[src/rtl/float_rounder_pipe_if.sv]
// Handshake bundle for float_rounder_pipe: input transaction, result and
// both valid/ready pairs. Master is the producer/consumer side, slave is the
// rounder itself.
interface float_rounder_pipe_if #(parameter int N = 4);
  logic         in_valid;
  logic         in_ready;
  logic         sign;
  logic [N-1:0] A;
  logic [1:0]   sticky;
  logic [2:0]   round_mode;
  logic [2:0]   frm;
  logic         out_valid;
  logic         out_ready;
  logic [N:0]   Y;
  logic         inexact;
  logic         invalid_rm;

  modport master (
    output in_valid, sign, A, sticky, round_mode, frm, out_ready,
    input  in_ready, out_valid, Y, inexact, invalid_rm
  );

  modport slave (
    input  in_valid, sign, A, sticky, round_mode, frm, out_ready,
    output in_ready, out_valid, Y, inexact, invalid_rm
  );
endinterface

[src/rtl/float_rounder_pipe.sv]
// Rounding-increment stage with a valid/ready output register.
// The rounding decision is combinational on the accepted input; the result
// is registered, giving one cycle of latency when the output stage is free.
// Build option FLOAT_ROUNDER_PIPE_SKID_EN adds a second (skid) entry so that
// in_ready comes straight from a flop instead of from out_ready.
module float_rounder_pipe #(
  parameter int N = 4
) (
  input logic                  clock,
  input logic                  reset,
  float_rounder_pipe_if.slave  bus
);
  localparam logic [2:0] RM_RNE = 3'd0;
  localparam logic [2:0] RM_RTZ = 3'd1;
  localparam logic [2:0] RM_RDN = 3'd2;
  localparam logic [2:0] RM_RUP = 3'd3;
  localparam logic [2:0] RM_RMM = 3'd4;
  localparam logic [2:0] RM_DYN = 3'd7;

  // result word: {Y, inexact, invalid_rm}
  localparam int RW = N + 3;

  logic [2:0]    w_eff;
  logic          w_legal;
  logic          w_inc;
  logic          w_any;
  logic [N:0]    w_y;
  logic [RW-1:0] w_res;
  logic          w_in_fire;
  logic          w_out_fire;

  // Effective mode and increment decision; illegal modes pass A through.
  always_comb begin
    w_eff   = (bus.round_mode == RM_DYN) ? bus.frm : bus.round_mode;
    w_legal = (w_eff <= RM_RMM);
    w_any   = |bus.sticky;
    w_inc   = 1'b0;
    case (w_eff)
      RM_RNE:  w_inc = bus.sticky[1] & (bus.sticky[0] | bus.A[0]);
      RM_RTZ:  w_inc = 1'b0;
      RM_RDN:  w_inc = bus.sign & w_any;
      RM_RUP:  w_inc = ~bus.sign & w_any;
      RM_RMM:  w_inc = bus.sticky[1];
      default: w_inc = 1'b0;
    endcase
    w_y   = {1'b0, bus.A} + {{N{1'b0}}, w_inc & w_legal};
    w_res = {w_y, w_legal & w_any, ~w_legal};
  end

  logic          r_out_vld;
  logic [RW-1:0] r_out;

  assign w_out_fire     = r_out_vld & bus.out_ready;
  assign bus.out_valid  = r_out_vld;
  assign bus.Y          = r_out[RW-1:2];
  assign bus.inexact    = r_out[1];
  assign bus.invalid_rm = r_out[0];

`ifdef FLOAT_ROUNDER_PIPE_SKID_EN
  logic          r_skd_vld;
  logic [RW-1:0] r_skd;
  logic          r_in_rdy;

  assign bus.in_ready = r_in_rdy;
  assign w_in_fire    = bus.in_valid & r_in_rdy;

  // Output register plus skid entry. in_ready is the registered "skid empty"
  // flag, so a stalled consumer only blocks input once both entries hold data.
  // The skid entry always drains into the output register before new input.
  always_ff @(posedge clock or posedge reset) begin
    if (reset) begin
      r_out_vld <= 1'b0;
      r_out     <= '0;
      r_skd_vld <= 1'b0;
      r_skd     <= '0;
      r_in_rdy  <= 1'b0;
    end else begin
      r_in_rdy <= 1'b1;
      if (r_skd_vld) begin
        if (w_out_fire) begin
          r_out     <= r_skd;
          r_skd_vld <= 1'b0;
        end else begin
          r_in_rdy  <= 1'b0;
        end
      end else if (w_in_fire) begin
        if (!r_out_vld || bus.out_ready) begin
          r_out     <= w_res;
          r_out_vld <= 1'b1;
        end else begin
          r_skd     <= w_res;
          r_skd_vld <= 1'b1;
          r_in_rdy  <= 1'b0;
        end
      end else if (w_out_fire) begin
        r_out_vld <= 1'b0;
      end
    end
  end
`else
  assign bus.in_ready = ~r_out_vld | bus.out_ready;
  assign w_in_fire    = bus.in_valid & bus.in_ready;

  // Single output register: load on accept (replacing a result leaving the
  // same cycle), otherwise empty once the consumer takes it.
  always_ff @(posedge clock or posedge reset) begin
    if (reset) begin
      r_out_vld <= 1'b0;
      r_out     <= '0;
    end else if (w_in_fire) begin
      r_out_vld <= 1'b1;
      r_out     <= w_res;
    end else if (bus.out_ready) begin
      r_out_vld <= 1'b0;
    end
  end
`endif

endmodule

[src/flat_wrapper.sv]
// flat-port wrapper written by rule: the top's interface ports become plain ports
module float_rounder_pipe_flat 
#(
  parameter int N = 4
)
  (clock, reset, bus_in_valid, bus_sign, bus_A, bus_sticky, bus_round_mode, bus_frm, bus_out_ready, bus_in_ready, bus_out_valid, bus_Y, bus_inexact, bus_invalid_rm);
  float_rounder_pipe_if #(.N(N)) bus_i ();
  input logic clock;
  input logic reset;
  input wire logic [$bits(bus_i.in_valid)-1:0] bus_in_valid;
  input wire logic [$bits(bus_i.sign)-1:0] bus_sign;
  input wire logic [$bits(bus_i.A)-1:0] bus_A;
  input wire logic [$bits(bus_i.sticky)-1:0] bus_sticky;
  input wire logic [$bits(bus_i.round_mode)-1:0] bus_round_mode;
  input wire logic [$bits(bus_i.frm)-1:0] bus_frm;
  input wire logic [$bits(bus_i.out_ready)-1:0] bus_out_ready;
  output wire logic [$bits(bus_i.in_ready)-1:0] bus_in_ready;
  output wire logic [$bits(bus_i.out_valid)-1:0] bus_out_valid;
  output wire logic [$bits(bus_i.Y)-1:0] bus_Y;
  output wire logic [$bits(bus_i.inexact)-1:0] bus_inexact;
  output wire logic [$bits(bus_i.invalid_rm)-1:0] bus_invalid_rm;
  assign bus_i.in_valid = bus_in_valid;
  assign bus_i.sign = bus_sign;
  assign bus_i.A = bus_A;
  assign bus_i.sticky = bus_sticky;
  assign bus_i.round_mode = bus_round_mode;
  assign bus_i.frm = bus_frm;
  assign bus_i.out_ready = bus_out_ready;
  assign bus_in_ready = bus_i.in_ready;
  assign bus_out_valid = bus_i.out_valid;
  assign bus_Y = bus_i.Y;
  assign bus_inexact = bus_i.inexact;
  assign bus_invalid_rm = bus_i.invalid_rm;
  float_rounder_pipe #(.N(N)) u_core (.clock(clock), .reset(reset), .bus(bus_i));
endmodule
[config.mk]
export PLATFORM = sky130hd
export DESIGN_NAME = float_rounder_pipe_flat
export DESIGN_NICKNAME = d
export VERILOG_FILES = /design/src/rtl/float_rounder_pipe_if.sv /design/src/rtl/float_rounder_pipe.sv /design/src/flat_wrapper.sv
export SDC_FILE = /design/constraint.sdc
export NUM_CORES = 1
export LEC_CHECK = 0
export CORE_MARGIN = 1
export CORE_UTILIZATION = 35
export CTS_CLUSTER_SIZE = 10
export DETAILED_ROUTE_END_ITERATION = 6
export MAX_ROUTING_LAYER = met4
export PLACE_DENSITY = 0.74
export SLEW_MARGIN = 20
export SYNTH_ARGS = -nofsm -noshare
export SYNTH_HDL_FRONTEND = slang
export SYNTH_SLANG_ARGS = --single-unit
[constraint.sdc]
create_clock -name clock -period 1.5 [get_ports clock]
set_input_delay 0.15 -clock clock [delete_from_list [all_inputs] [get_ports clock]]
set_output_delay 0.15 -clock clock [all_outputs]
set_load 0.02 [all_outputs]
==> results.py, run 1 <==
metrics = {
    "die": {
        "row_count": 12,
        "chipHeight_um": 38.5,
        "floorplan.initialDensity": 0.399,
        "die_area_um2": 1480,
        "die_width_um": 38.5,
        "io_pins": 26,
        "core_area_um2": 1170,
    },
    "timing": {
        "slew_violations": 0,
        "rsz0062_at_grt": "true",
        "fin_crit_ps": 1460,
        "worst_slack_ps": 42.3,
        "tightest_slew_ps": 286,
        "setup_tns_ps": 0,
        "period_share": 0.972,
        "setup_viol": 0,
        "worst_clock_skew_ps": 2.29,
        "relSlewSlack": 0.809,
        "max_freq_mhz": 686,
        "finalHoldViolations": 0,
        "fin_hold_ws_ps": 134,
    },
    "clock_network": {
        "clk_latency_ps": 250,
        "clk_pin_slew_ps": 50,
        "clkSinkCount": 8,
        "cts_buffers": 3,
        "cts-htree-levels": 1,
        "cts_buffer_depth": 2,
        "cts.root.buffer_cell": "clkbuf_4",
        "cts_tree": "yes",
        "cts_hold_buf": 0,
    },
    "drt": {
        "wl_um": 946,
        "wl_per_cell_um": 10.4,
        "first_iter_violations": 1,
        "drt_pre_antenna_iters": 2,
        "viasPerCell": 4.88,
        "num_vias": 444,
        "drc": 0,
        "drtAntennaViolNets": 0,
    },
    "critical_path": {
        "cp_cell_sequence": "dlygate4sd2_1 -> nand4b_1 -> o22ai_1 -> o311ai_1 -> o21ai_1 -> ha_2 -> ha_1 -> mux2_4",
        "cp_num_buf_inv": 1,
        "cp.required_ps": 1630,
        "start_kind": "input pin",
        "arrival_ps": 1590,
        "cp_top_family": "adder cells",
        "max_stage_delay_ps": 260,
        "worst_setup_path_end_kind": "flip-flop",
        "cp_slowest_cell": "dlygate4sd2_1",
        "critical_path.max_fanout": 3,
        "critPathKind": "in2reg",
    },
    "grt": {
        "grt_pass1_vias": 373,
        "grt_remaining_overflow": 0,
        "grt_pass1_wl_mm": 1.48,
        "grt_usage": 0.153,
        "antenna_found_initial": 0,
        "grt_max_degree": 12,
    },
    "cells_and_area": {
        "nNetsFinal": 98,
        "antenna_cells": 0,
        "drive_above_1_share": 0.208,
        "areaGrowthSynthToFinish_pct": 67.0,
    },
    "synth": {
        "post_synth.cell_area_avg_um2": 10.1,
        "yosys_warnings": 0,
        "syn-cell-area_um2": 467,
        "synth_seq_cells": 8,
        "synth.yosys.seq_area_share": 0.429,
        "ys.flop_type": "dfrtp_1",
        "synth_nets": 65,
        "syn-instance-count": 46,
        "synth_edf_count": 0,
        "synthArstFlopShare": 1.00,
        "synth_cell_types": 21,
    },
    "flow_run": {
        "max_cap_viol_count": 0,
    },
    "status": {
        "outcome": "finished, final reports clean",
    },
    "place": {
        "place_ws_ps": -574,
        "gp_congestion": 0.658,
        "dp_hpwl_um": 814,
        "place.port_buffers": 25,
    },
    "worst_hold_path": {
        "min_path_type": "in2async",
    },
    "power": {
        "power_density_nw_per_um2": 838,
        "power_leakage_nw": 0.363,
        "ir_worst_vdd_uv": 504,
    },
}
==> layer usage <==
| layer | vias to the layer above | global-route usage | wire length, um |
|---|---|---|---|
| li1 | 229 | - | - |
| met5 | - | - | 0 |
| met4 | 0 | 0.103 | 13 |
| met3 | 4 | 0.0581 | 60 |
| met1 | 196 | 0.196 | 454 |
| met2 | 15 | 0.196 | 417 |
==> report_power, final <==
group | switching (W) | leakage, nW | internal [W] | total (W)
logic | 0.000103 | 0.251 | 0.000130 | 0.000233
clock network | 0.0000669 | 0.0138 | 0.0000911 | 0.000158
registers | 0.0000154 | 0.0975 | 0.000246 | 0.000262
==> cell usage in the layout (no fill, tap or decap), types with 2 or more instances in the layout <==
cell,Yosys,routed
clkdlybuf4s50_1,0,15
dfrtp_1,8,8
dlygate4sd2_1,0,7
nand2_1,5,5
o21ai_0,8,4
buf_4,0,4
o21ai_1,0,3
clkbuf_4,0,3
mux2_4,2,2
nand3_1,2,2
xor2_1,2,2
inv_1,3,2
a31oi_1,2,2
dlymetal6s2s_1,0,2
==> area by class of cell <==
cell class	instances	area, um^2
multi-input cells	34	250
flip-flops and latches	8	200
fillers	109	392
repair buffers	29	278
clock buffers	3	22.5
well taps	14	17.5
inverters	3	11.3
==> cells by family (layout without fill, tap and decap cells) <==
group / after synthesis / in the layout / synth area share
AO/OA/AOI/OAI: 13 / 13 / 0.161
adder cells (fa/ha/maj): 2 / 2 / 0.0536
XOR/XNOR: 3 / 3 / 0.0563
flip-flops: 8 / 8 / 0.429
AND/OR/NAND/NOR: 13 / 13 / 0.164
buffers and inverters: 4 / 35 / 0.0483
multiplexers: 3 / 3 / 0.0885
==> sequential cells by signal, indices dropped and copies added (netlist names) <==
signal	flops
u_core.r_out	7
u_core.bus.out_valid	1
==> path summary, 6_finish.rpt <==
check,startpoint,slack [ps],cells past startpoint,end
setup / recovery,bus_frm[0],40,8,u_core.r_out[3]
max in group asynchronous,reset,1140,2,u_core.r_out[0]
min in group clock,bus_A[0],410,4,u_core.r_out[2]
hold / removal,reset,130,2,u_core.r_out[6]
setup reg to reg,u_core.bus.out_valid,380,3,u_core.r_out[2]
hold reg to reg,u_core.r_out[6],470,2,u_core.r_out[6]
==> repair_timing <==
item                       4_1_cts  5_1_grt
setup endpoints to repair        5        3
pin swaps                        4        3
resized for setup               16        3
setup buffers                    0        0
==> worst reg2reg max path, stage by stage (launching register included) <==
cell	delay [ps]
dfrtp_1	380
nand2b_4	70
nand2_2	190
mux2_2	360
==> cell usage after synthesis (2+ instances only) <==
cell | number | share of area
dfrtp_1 | 8 | 0.43
nand3_1 | 2 | 0.021
o21ai_0 | 8 | 0.086
mux2_4 | 2 | 0.064
xor2_1 | 2 | 0.038
nand2_1 | 5 | 0.040
a31oi_1 | 2 | 0.027
inv_1 | 3 | 0.024
ha_1 | 2 | 0.054
==> stage by stage <==
stage          cells  utilization  total power [W]  instance area, um^2
4_1_cts           91        0.661         0.000664                  774
5_1_grt           91        0.666         0.000691                  779
6_report          91        0.666         0.000653                  779
3_3_place_gp      88        0.643         0.000502                  753
2_1_floorplan     46            -         0.000375                  467
3_5_place_dp      88        0.643         0.000505                  753
No activity file was read; power rests on OpenSTA's default activity.
==> inputs of run 2 (changes only) <==
CORE_UTILIZATION = 32   (was 35)
PLACE_DENSITY = 0.71   (was 0.74)
clock period = 1.32 ns   (was 1.5 ns; I/O delays follow)
==> run 2 against run 1 <==
Effect of this change: the run now ends with setup timing left; flip-flop and latch count unchanged; highest routed layer is now met3; via count rose by 4.7%; clock power grew 17%; wire length grew 15%; global-route usage is 0.20 points higher; die area increased by 8.9%.
==> results.py, run 2 (same netlist as run 1, synthesis figures left out) <==
metrics = {
    "grt": {
        "antenna_found_initial": 0,
        "grt_max_degree": 9,
        "grt_pass1_vias": 408,
        "grt_pass1_wl_mm": 1.58,
        "grt_remaining_overflow": 0,
        "grt_usage": 0.155,
    },
    "critical_path": {
        "cp.required_ps": 1460,
        "arrival_ps": 1470,
        "cp_num_buf_inv": 2,
        "worst_setup_path_end_kind": "flip-flop",
        "cp_cell_sequence": "clkbuf_2 -> inv_2 -> a31oi_4 -> o311ai_2 -> o21ai_1 -> ha_2 -> ha_4 -> mux2_4",
        "critical_path.max_fanout": 4,
        "start_kind": "input pin",
        "critPathLaunch": "bus_round_mode[2]",
        "cp_slowest_cell": "o311ai_2",
        "timing.rr.start": "u_core.bus.out_valid",
        "cp_top_family": "adder cells",
        "critPathKind": "in2reg",
        "max_stage_delay_ps": 270,
    },
    "clock_network": {
        "clk_latency_ps": 250,
        "cts_tree": "yes",
        "cts-htree-levels": 1,
        "cts_buffers": 3,
        "cts.root.buffer_cell": "clkbuf_4",
        "clkSinkCount": 8,
        "clk_pin_slew_ps": 60,
        "cts_setup_buffers": 0,
        "cts_buffer_depth": 2,
        "cts_hold_buf": 0,
    },
    "cells_and_area": {
        "antenna_cells": 0,
        "final_cell_mix": "dlygate4sd2_1, dfrtp_1, buf_4, clkdlybuf4s50_1, nand2_1",
        "nNetsFinal": 101,
        "largest_reg_flops": 7,
        "areaGrowthSynthToFinish_pct": 77.2,
        "drive_above_1_share": 0.363,
        "final_area_um2": 827,
        "final_common_cell": "dlygate4sd2_1",
        "largest_register": "u_core.r_out",
    },
    "drt": {
        "wl_mm": 1.09,
        "viasPerCell": 4.89,
        "drtAntennaViolNets": 0,
        "num_vias": 465,
        "drc": 0,
        "drt_pre_antenna_iters": 4,
        "wl_per_cell_um": 11.4,
        "first_iter_violations": 3,
    },
    "timing": {
        "worst_slack_ps": -11.9,
        "finalHoldViolations": 0,
        "fin_crit_ps": 1330,
        "period_share": 1.01,
        "worst_clock_skew_ps": 6.94,
        "setup_viol": 1,
        "relSlewSlack": 0.786,
        "slew_violations": 0,
        "rsz0062_at_grt": "true",
        "tightest_slew_ps": 321,
        "fin_hold_ws_ps": 127,
        "max_freq_mhz": 751,
        "setup_tns_ps": -11.9,
    },
    "power": {
        "power_density_nw_per_um2": 904,
        "ir_worst_vdd_uv": 499,
        "power_leakage_nw": 0.392,
    },
    "place": {
        "gp_congestion": 0.725,
        "dp_hpwl_um": 888,
        "place.port_buffers": 25,
        "place_area_um2": 792,
    },
    "worst_hold_path": {
        "min_path_type": "in2async",
    },
    "die": {
        "chipHeight_um": 40.2,
        "row_count": 13,
        "die_area_um2": 1620,
        "die_width_um": 40.2,
        "core_area_um2": 1330,
        "floorplan.initialDensity": 0.350,
        "io_pins": 26,
    },
    "status": {
        "outcome": "finished, violations left",
        "violations": "setup timing",
    },
    "flow_run": {
        "max_cap_viol_count": 0,
    },
}
run 2: changes by cell type in the layout (fill, tap and decap cells not counted), sizes merged:
cell | before | now
dlymetal6s2s | 2 | 1
buf | 4 | 10
clkdlybuf4s15 | 1 | 2
dlygate4sd2 | 7 | 10
clkdlybuf4s50 | 15 | 6
clkbuf | 3 | 6
run 2: metal layers:
metal  routed length [um]  GRT usage  up-vias
li1                     -          -      235
met4                    0     0.0750        0
met2                  497      0.226       19
met5                    0          -        -
met3                   83     0.0667        0
met1                  506      0.183      211
run 2: cell type report:
| class | count | area, um^2 |
|---|---|---|
| fillers | 125 | 507 |
| multi-input cells | 34 | 295 |
| repair buffers | 32 | 279 |
| flip-flops and latches | 8 | 200 |
| clock buffers | 3 | 22.5 |
| well taps | 15 | 18.8 |
| inverters | 3 | 11.3 |
run 2: worst reg2reg max path: stages (launching register included):
cell and delay [ps]:
dfrtp_1 380, nand2b_4 60, buf_4 130, nand2_2 120, mux2_2 340
run 2: power breakdown:
group / total, W / internal, W / switching, W
clock network: 0.000185 / 0.000104 / 0.0000812
logic: 0.000266 / 0.000138 / 0.000129
registers: 0.000296 / 0.000280 / 0.0000160
run 2: timing repair:
action	CTS	global route
resized for setup	30	19
pin swaps	8	7
setup endpoints to repair	14	5
run 2: path summary, 6_finish.rpt:
path	slack (ps)	cells after the start	endpoint
setup reg to reg	170	4	u_core.r_out[2]
max in group asynchronous	950	2	u_core.r_out[1]
hold / removal	130	2	u_core.r_out[3]
hold reg to reg	470	2	u_core.r_out[5]
min in group clock	350	4	u_core.r_out[1]
setup / recovery	-10	8	u_core.r_out[3]
run 2: per-stage QoR:
step	power (W)	instances	setup slack, ps	util
6_report	0.000747	95	-11.9	0.620
5_1_grt	0.000806	95	-67.6	0.620
4_1_cts	0.000752	95	-83.3	0.611
3_5_place_dp	0.000589	92	-686	0.594
3_3_place_gp	0.000583	92	-593	0.594
2_1_floorplan	0.000430	46	-26.5	-
==> patch 1 (settings of run 2) <==
Add a define of `FLOAT_ROUNDER_PIPE_SKID_EN`.
--- a/src/rtl/float_rounder_pipe.sv
+++ b/src/rtl/float_rounder_pipe.sv
@@ -3,6 +3,8 @@
 // is registered, giving one cycle of latency when the output stage is free.
 // Build option FLOAT_ROUNDER_PIPE_SKID_EN adds a second (skid) entry so that
 // in_ready comes straight from a flop instead of from out_ready.
+`define FLOAT_ROUNDER_PIPE_SKID_EN
+
 module float_rounder_pipe #(
   parameter int N = 4
 ) (
Function: changed (Yosys sat finds a counterexample within 4 cycles, from zero or initial values and one cycle with reset high).
==> patch 1 against run 2 <==
The flow still finishes with violations (negative setup slack). Clock power rose by 54%. Register-to-register slack got worse by 0.23 ns. Total power rose to 3.4 times the old value. Worst setup slack got worse by 0.084 ns. Critical path depth rose by 2. Routed wire length rose by 100%. Sequential cell count rose by 9. Synthesized area rose by 89%. Cell area rose by 74%. Combinational power rose to 5.1 times the old value. Sequential power rose to 3.1 times the old value. Die area rose by 84%. Critical path type unchanged. Critical endpoint is now u_core.r_out[4]$_DFFE_PP0P_. Largest power group is now combinational cells. Highest routed layer is now met4.
==> patch 1: results (changes against run 2) <==
status=finished, violations left; violated checks=negative setup slack; All-Layer GR Usage=0.165 (+0.00929); met1 Usage GRT=0.202 (+0.0197); Reg2Reg Setup Slack=-0.06 ns (-0.23 ns); met2 usage=0.270 (+0.0445); clk_lat worst skew=0.29 ns (+0.04 ns); Slew headroom=0.797 (+0.0118); setup TNS=-0.436 ns (-0.424 ns); Final setup viols=7 (+6); r2r startpoint=u_core.r_skd_vld$_DFF_PP0_; Worst path top cell family by delay=compound AO/OA/AOI/OAI gates; Peak VDD IR=0.980 mV (+96%); Avg WL per Cell=14.0 um (+22%); crit-path max FO=3 (-1); first-pass GRT wire length=3350 um (+110%); library cells used by synthesis=24 (+14%); ranking of synthesized cells by area=dfrtp_1 48%, mux2_2 8.9%, mux2i_1 4.5%; Placer Congestion=0.877 (+21%); # fillers=233 (+86%); Pre-antenna DRT Iters=3 (-1); Final WS setup=-0.0964 ns (-0.0845 ns); DRT iter0 DRCs=11 (+8); Worst path slowest cell=o311ai_1; Lkg Pwr=0.648 nW (+65%); register area share after synthesis=0.483 (+0.0540); Post-synth top cells=17 x dfrtp_1, 8 x nor2_1, 8 x o21ai_0, 7 x mux2_2, 7 x nand2_1; Avg Cell Area, Syn=10.6 um^2 (+4.6%); Syn Nets=102 (+57%)
[patch 1: cell count changes in the layout (fill, tap and decap cells not counted), sizes merged, moves of 2 or more]
| cell | change |
|---|---|
| a21oi | +6 |
| mux2i | +4 |
| nor2 | +7 |
| buf | +13 |
| dfrtp | +9 |
| clkbuf | -3 |
| mux2 | +4 |
| inv | +2 |
[patch 1: worst max path at each step]
stage	cells past startpoint	slack, ns	endpoint	from
floorplan	9	-0.20	u_core.r_out[4]$_DFFE_PP0P_	bus_frm[2]
global placement	10	-0.83	u_core.r_out[5]$_DFFE_PP0P_	bus_frm[2]
detailed placement	10	-0.89	u_core.r_out[4]$_DFFE_PP0P_	bus_frm[2]
CTS	10	-0.1	u_core.r_out[5]$_DFFE_PP0P_	bus_frm[0]
global route	10	-0.17	u_core.r_out[5]$_DFFE_PP0P_	bus_frm[0]
finish	10	-0.1	u_core.r_out[4]$_DFFE_PP0P_	bus_frm[2]
[patch 1: routing by layer]
layer	wire [um]	up-vias
li1	-	385
met1	981	387
met2	1140	11
met3	65	2
met4	12	0
met5	0	-
[patch 1: power groups by stage]
stage / Clock [mW] / Sequential, mW / Combinational [mW]
floorplan: 0 / 1.08 / 0.581
global placement: 0 / 0.912 / 1.25
finish: 0.285 / 0.925 / 1.35
CTS: 0.296 / 0.914 / 1.25
detailed placement: 0 / 0.926 / 1.28
global route: 0.311 / 0.954 / 1.45
[patch 1: cells by family (layout without fill, tap and decap cells)]
| kind of cell | after synthesis | after routing | share of synthesized area |
|---|---|---|---|
| DFF | 17 | 17 | 0.483 |
| buffers and inverters | 7 | 51 | 0.0327 |
| AOI/OAI and AO/OA | 22 | 22 | 0.152 |
| muxes | 11 | 11 | 0.135 |
| adders and majority gates | 2 | 2 | 0.0284 |
| xor gates and xnor gates | 3 | 3 | 0.0298 |
| and+or+nand+nor | 21 | 21 | 0.139 |
[patch 1: area by class of cell]
type | count | area (um^2) | area share
flip-flops and latches | 17 | 427 | 0.297
repair buffers | 42 | 400 | 0.278
inverters | 5 | 28.8 | 0.0200
clock inverters | 1 | 5.00 | 0.00348
well taps | 30 | 37.5 | 0.0261
clock buffers | 3 | 22.5 | 0.0157
multi-input cells | 59 | 518 | 0.360
[patch 1: timing repair]
action | 4_1_cts | 5_1_grt
hold endpoints to repair | 0 | 0
setup buffers | 2 | 2
endpoints found under the setup margin | 23 | 14
pin swaps | 13 | 7
gates resized for setup | 58 | 11
[patch 1: stage by stage]
step | total power [mW] | hold slack, ns | utilization | setup slack, ns
finish | 2.56 | 0.134 | 0.565 | -0.0964
global route | 2.72 | 0.153 | 0.565 | -0.174
CTS | 2.46 | 0.131 | 0.547 | -0.0958
detailed placement | 2.21 | 0.464 | 0.518 | -0.890
global placement | 2.17 | 0.457 | 0.518 | -0.828
floorplan | 1.66 | 0.0580 | - | -0.200
==> patch 2 (config.mk and constraints of run 2) <==
Made on the original files. `N` is set to 4 in 3 places; all go to 5.
--- a/src/rtl/float_rounder_pipe_if.sv
+++ b/src/rtl/float_rounder_pipe_if.sv
@@ -1,7 +1,7 @@
 // Handshake bundle for float_rounder_pipe: input transaction, result and
 // both valid/ready pairs. Master is the producer/consumer side, slave is the
 // rounder itself.
-interface float_rounder_pipe_if #(parameter int N = 4);
+interface float_rounder_pipe_if #(parameter int N = 5);
   logic         in_valid;
   logic         in_ready;
   logic         sign;
--- a/src/rtl/float_rounder_pipe.sv
+++ b/src/rtl/float_rounder_pipe.sv
@@ -4,7 +4,7 @@
 // Build option FLOAT_ROUNDER_PIPE_SKID_EN adds a second (skid) entry so that
 // in_ready comes straight from a flop instead of from out_ready.
 module float_rounder_pipe #(
-  parameter int N = 4
+  parameter int N = 5
 ) (
   input logic                  clock,
   input logic                  reset,
--- a/src/flat_wrapper.sv
+++ b/src/flat_wrapper.sv
@@ -1,7 +1,7 @@
 // flat-port wrapper written by rule: the top's interface ports become plain ports
 module float_rounder_pipe_flat 
 #(
-  parameter int N = 4
+  parameter int N = 5
 )
   (clock, reset, bus_in_valid, bus_sign, bus_A, bus_sticky, bus_round_mode, bus_frm, bus_out_ready, bus_in_ready, bus_out_valid, bus_Y, bus_inexact, bus_invalid_rm);
   float_rounder_pipe_if #(.N(N)) bus_i ();
Interface: changed (resized bus_A and bus_Y); port bits go from 26 to 28. The function was not compared with the original's and may differ.
==> patch 2 against run 2 <==
Sequential cell count grew 1. Synthesized area grew 10%. First-iteration DRC count grew 100%. Synthesized cell count grew 8.7%. Worst setup slack gained 0.020 ns. Routed wire length grew 11%. Hold slack gained 0.013 ns. Total power grew 11%. Combinational power grew 9.4%. Cell area grew 8.8%.
==> patch 2: results (changes against run 2) <==
status=finished clean; routed wire length=1200 um (+11%); fraction of layout cells with a size suffix above 1=0.311 (-0.0514); Syn Nets=70 (+7.7%); library cells used by synthesis=24 (+14%); crit-path max FO=5 (+1); Worst Tran Pin Value=0.347 ns (+0.0262 ns); ant diodes=0 (unchanged); vias in the first global route=552 (+35%); HPWL Detailed=943 um (+6.2%); placed insts=101 (+9.8%); IO Port Bufs=27 (+8.0%); PostCTS Resize Cnt=38 (+27%); Clk power=207 uW (+12%); Avg Cell Area, Syn=10.3 um^2 (+1.6%); Lkg Pwr=0.430 nW (+9.6%); Reg2Reg Setup Slack=between 0.15 and 0.2 ns; R2R depth=4 (unchanged); ranking of synthesized cells by area=dfrtp_1 44%, xor2_1 5.1%, ha_1 4.9%; Int Pwr=580 uW (+11%); Pre-antenna DRT Iters=3 (-1); comb pwr=291 uW (+9.4%); synthesis-to-finish area growth=74.5%; Worst path slowest cell=mux2_4; Synthesis Warnings=0 (unchanged); Final Skew=0.000508 ns (-0.00644 ns); # fillers=151 (+21%); CTS buffer count=3 (unchanged); Avg WL per Cell=11.3 um (-0.81%); FFs w/ async S/R, synth=1.00 (unchanged); first-pass GRT wire length=2010 um (+27%); Placer Congestion=0.752 (+3.8%); clk_lat worst skew=0.25 ns (about the same); Largest register FFs=8 (+1); reg-to-reg endpoint=u_core.r_out[0]$_DFFE_PP0P_; Worst Hold Class=primary input to asynchronous set/reset pin; Post-synth top cells=9 x dfrtp_1, 5 x nand2_1, 4 x o21ai_0, 4 x o21ai_1; DRT iter0 DRCs=6 (+3); register area share after synthesis=0.437 (+0.00794); Worst Setup SP=bus_round_mode[0]; All-Layer GR Usage=0.150 (-0.00534); r2r startpoint=u_core.bus.out_valid$_DFFE_PP0P_; nets=111 (+9.9%); Peak VDD IR=0.389 mV (-22%); initial antenna violation count=0 (unchanged); pin count of the biggest net entering global routing=11 (+2); crit path DAT=1.45 ns (-0.02 ns); Via-to-Cell Ratio=4.95 (+1.2%)
[patch 2: logic make-up (layout without fill, tap and decap cells)]
logic type,after synthesis,after routing,share of synthesized area
buffers and inverters,4,44,0.0437
adder cells (fa/ha/maj),2,2,0.0485
flip-flops,9,9,0.437
multiplexers,3,3,0.0728
XOR/XNOR,4,4,0.0680
AO/OA/AOI/OAI,14,14,0.165
AND/OR/NAND/NOR,14,14,0.165
[patch 2: final cells by class]
class                           instances  area, um^2  area share
Multi-Input combinational cell         37         305       0.339
Timing Repair Buffer                   37         312       0.346
Sequential cell                         9         225       0.250
Inverter                                3        11.3      0.0125
Clock buffer                            4        26.3      0.0292
Tap cell                               16        20.0      0.0223
[patch 2: worst min-delay path by stage]
stage                     start                          endpoint  slack (ns)
after global routing      reset       u_core.r_out[4]$_DFFE_PP0P_        0.17
after detailed placement  reset  u_core.bus.out_valid$_DFFE_PP0P_        0.42
final                     reset       u_core.r_out[6]$_DFFE_PP0P_        0.14
after global placement    reset       u_core.r_out[4]$_DFFE_PP0P_        0.42
after floorplan           reset  u_core.bus.out_valid$_DFFE_PP0P_       -0.04
after CTS                 reset       u_core.r_out[6]$_DFFE_PP0P_        0.15
[patch 2: routing by layer]
layer	GRT usage	share of wire	vias to the layer above
met2	0.256	0.51	22
met4	0.0875	0	0
met3	0.0431	0.079	0
met1	0.153	0.41	244
li1	-	-	259
met5	-	0	-
[patch 2: stage by stage]
stage                     cell area, um^2  power, mW  hold slack, ns  worst slack [ns]  TNS [ns]
final                                 900      0.832           0.140           0.00847         0
after global routing                  900      0.876           0.172           -0.0650    -0.123
after CTS                             891      0.836           0.152          -0.00275  -0.00275
after detailed placement              881      0.661           0.424            -0.653     -3.77
after global placement                881      0.653           0.420            -0.599     -3.42
after floorplan                       534      0.481         -0.0401           -0.0265   -0.0265
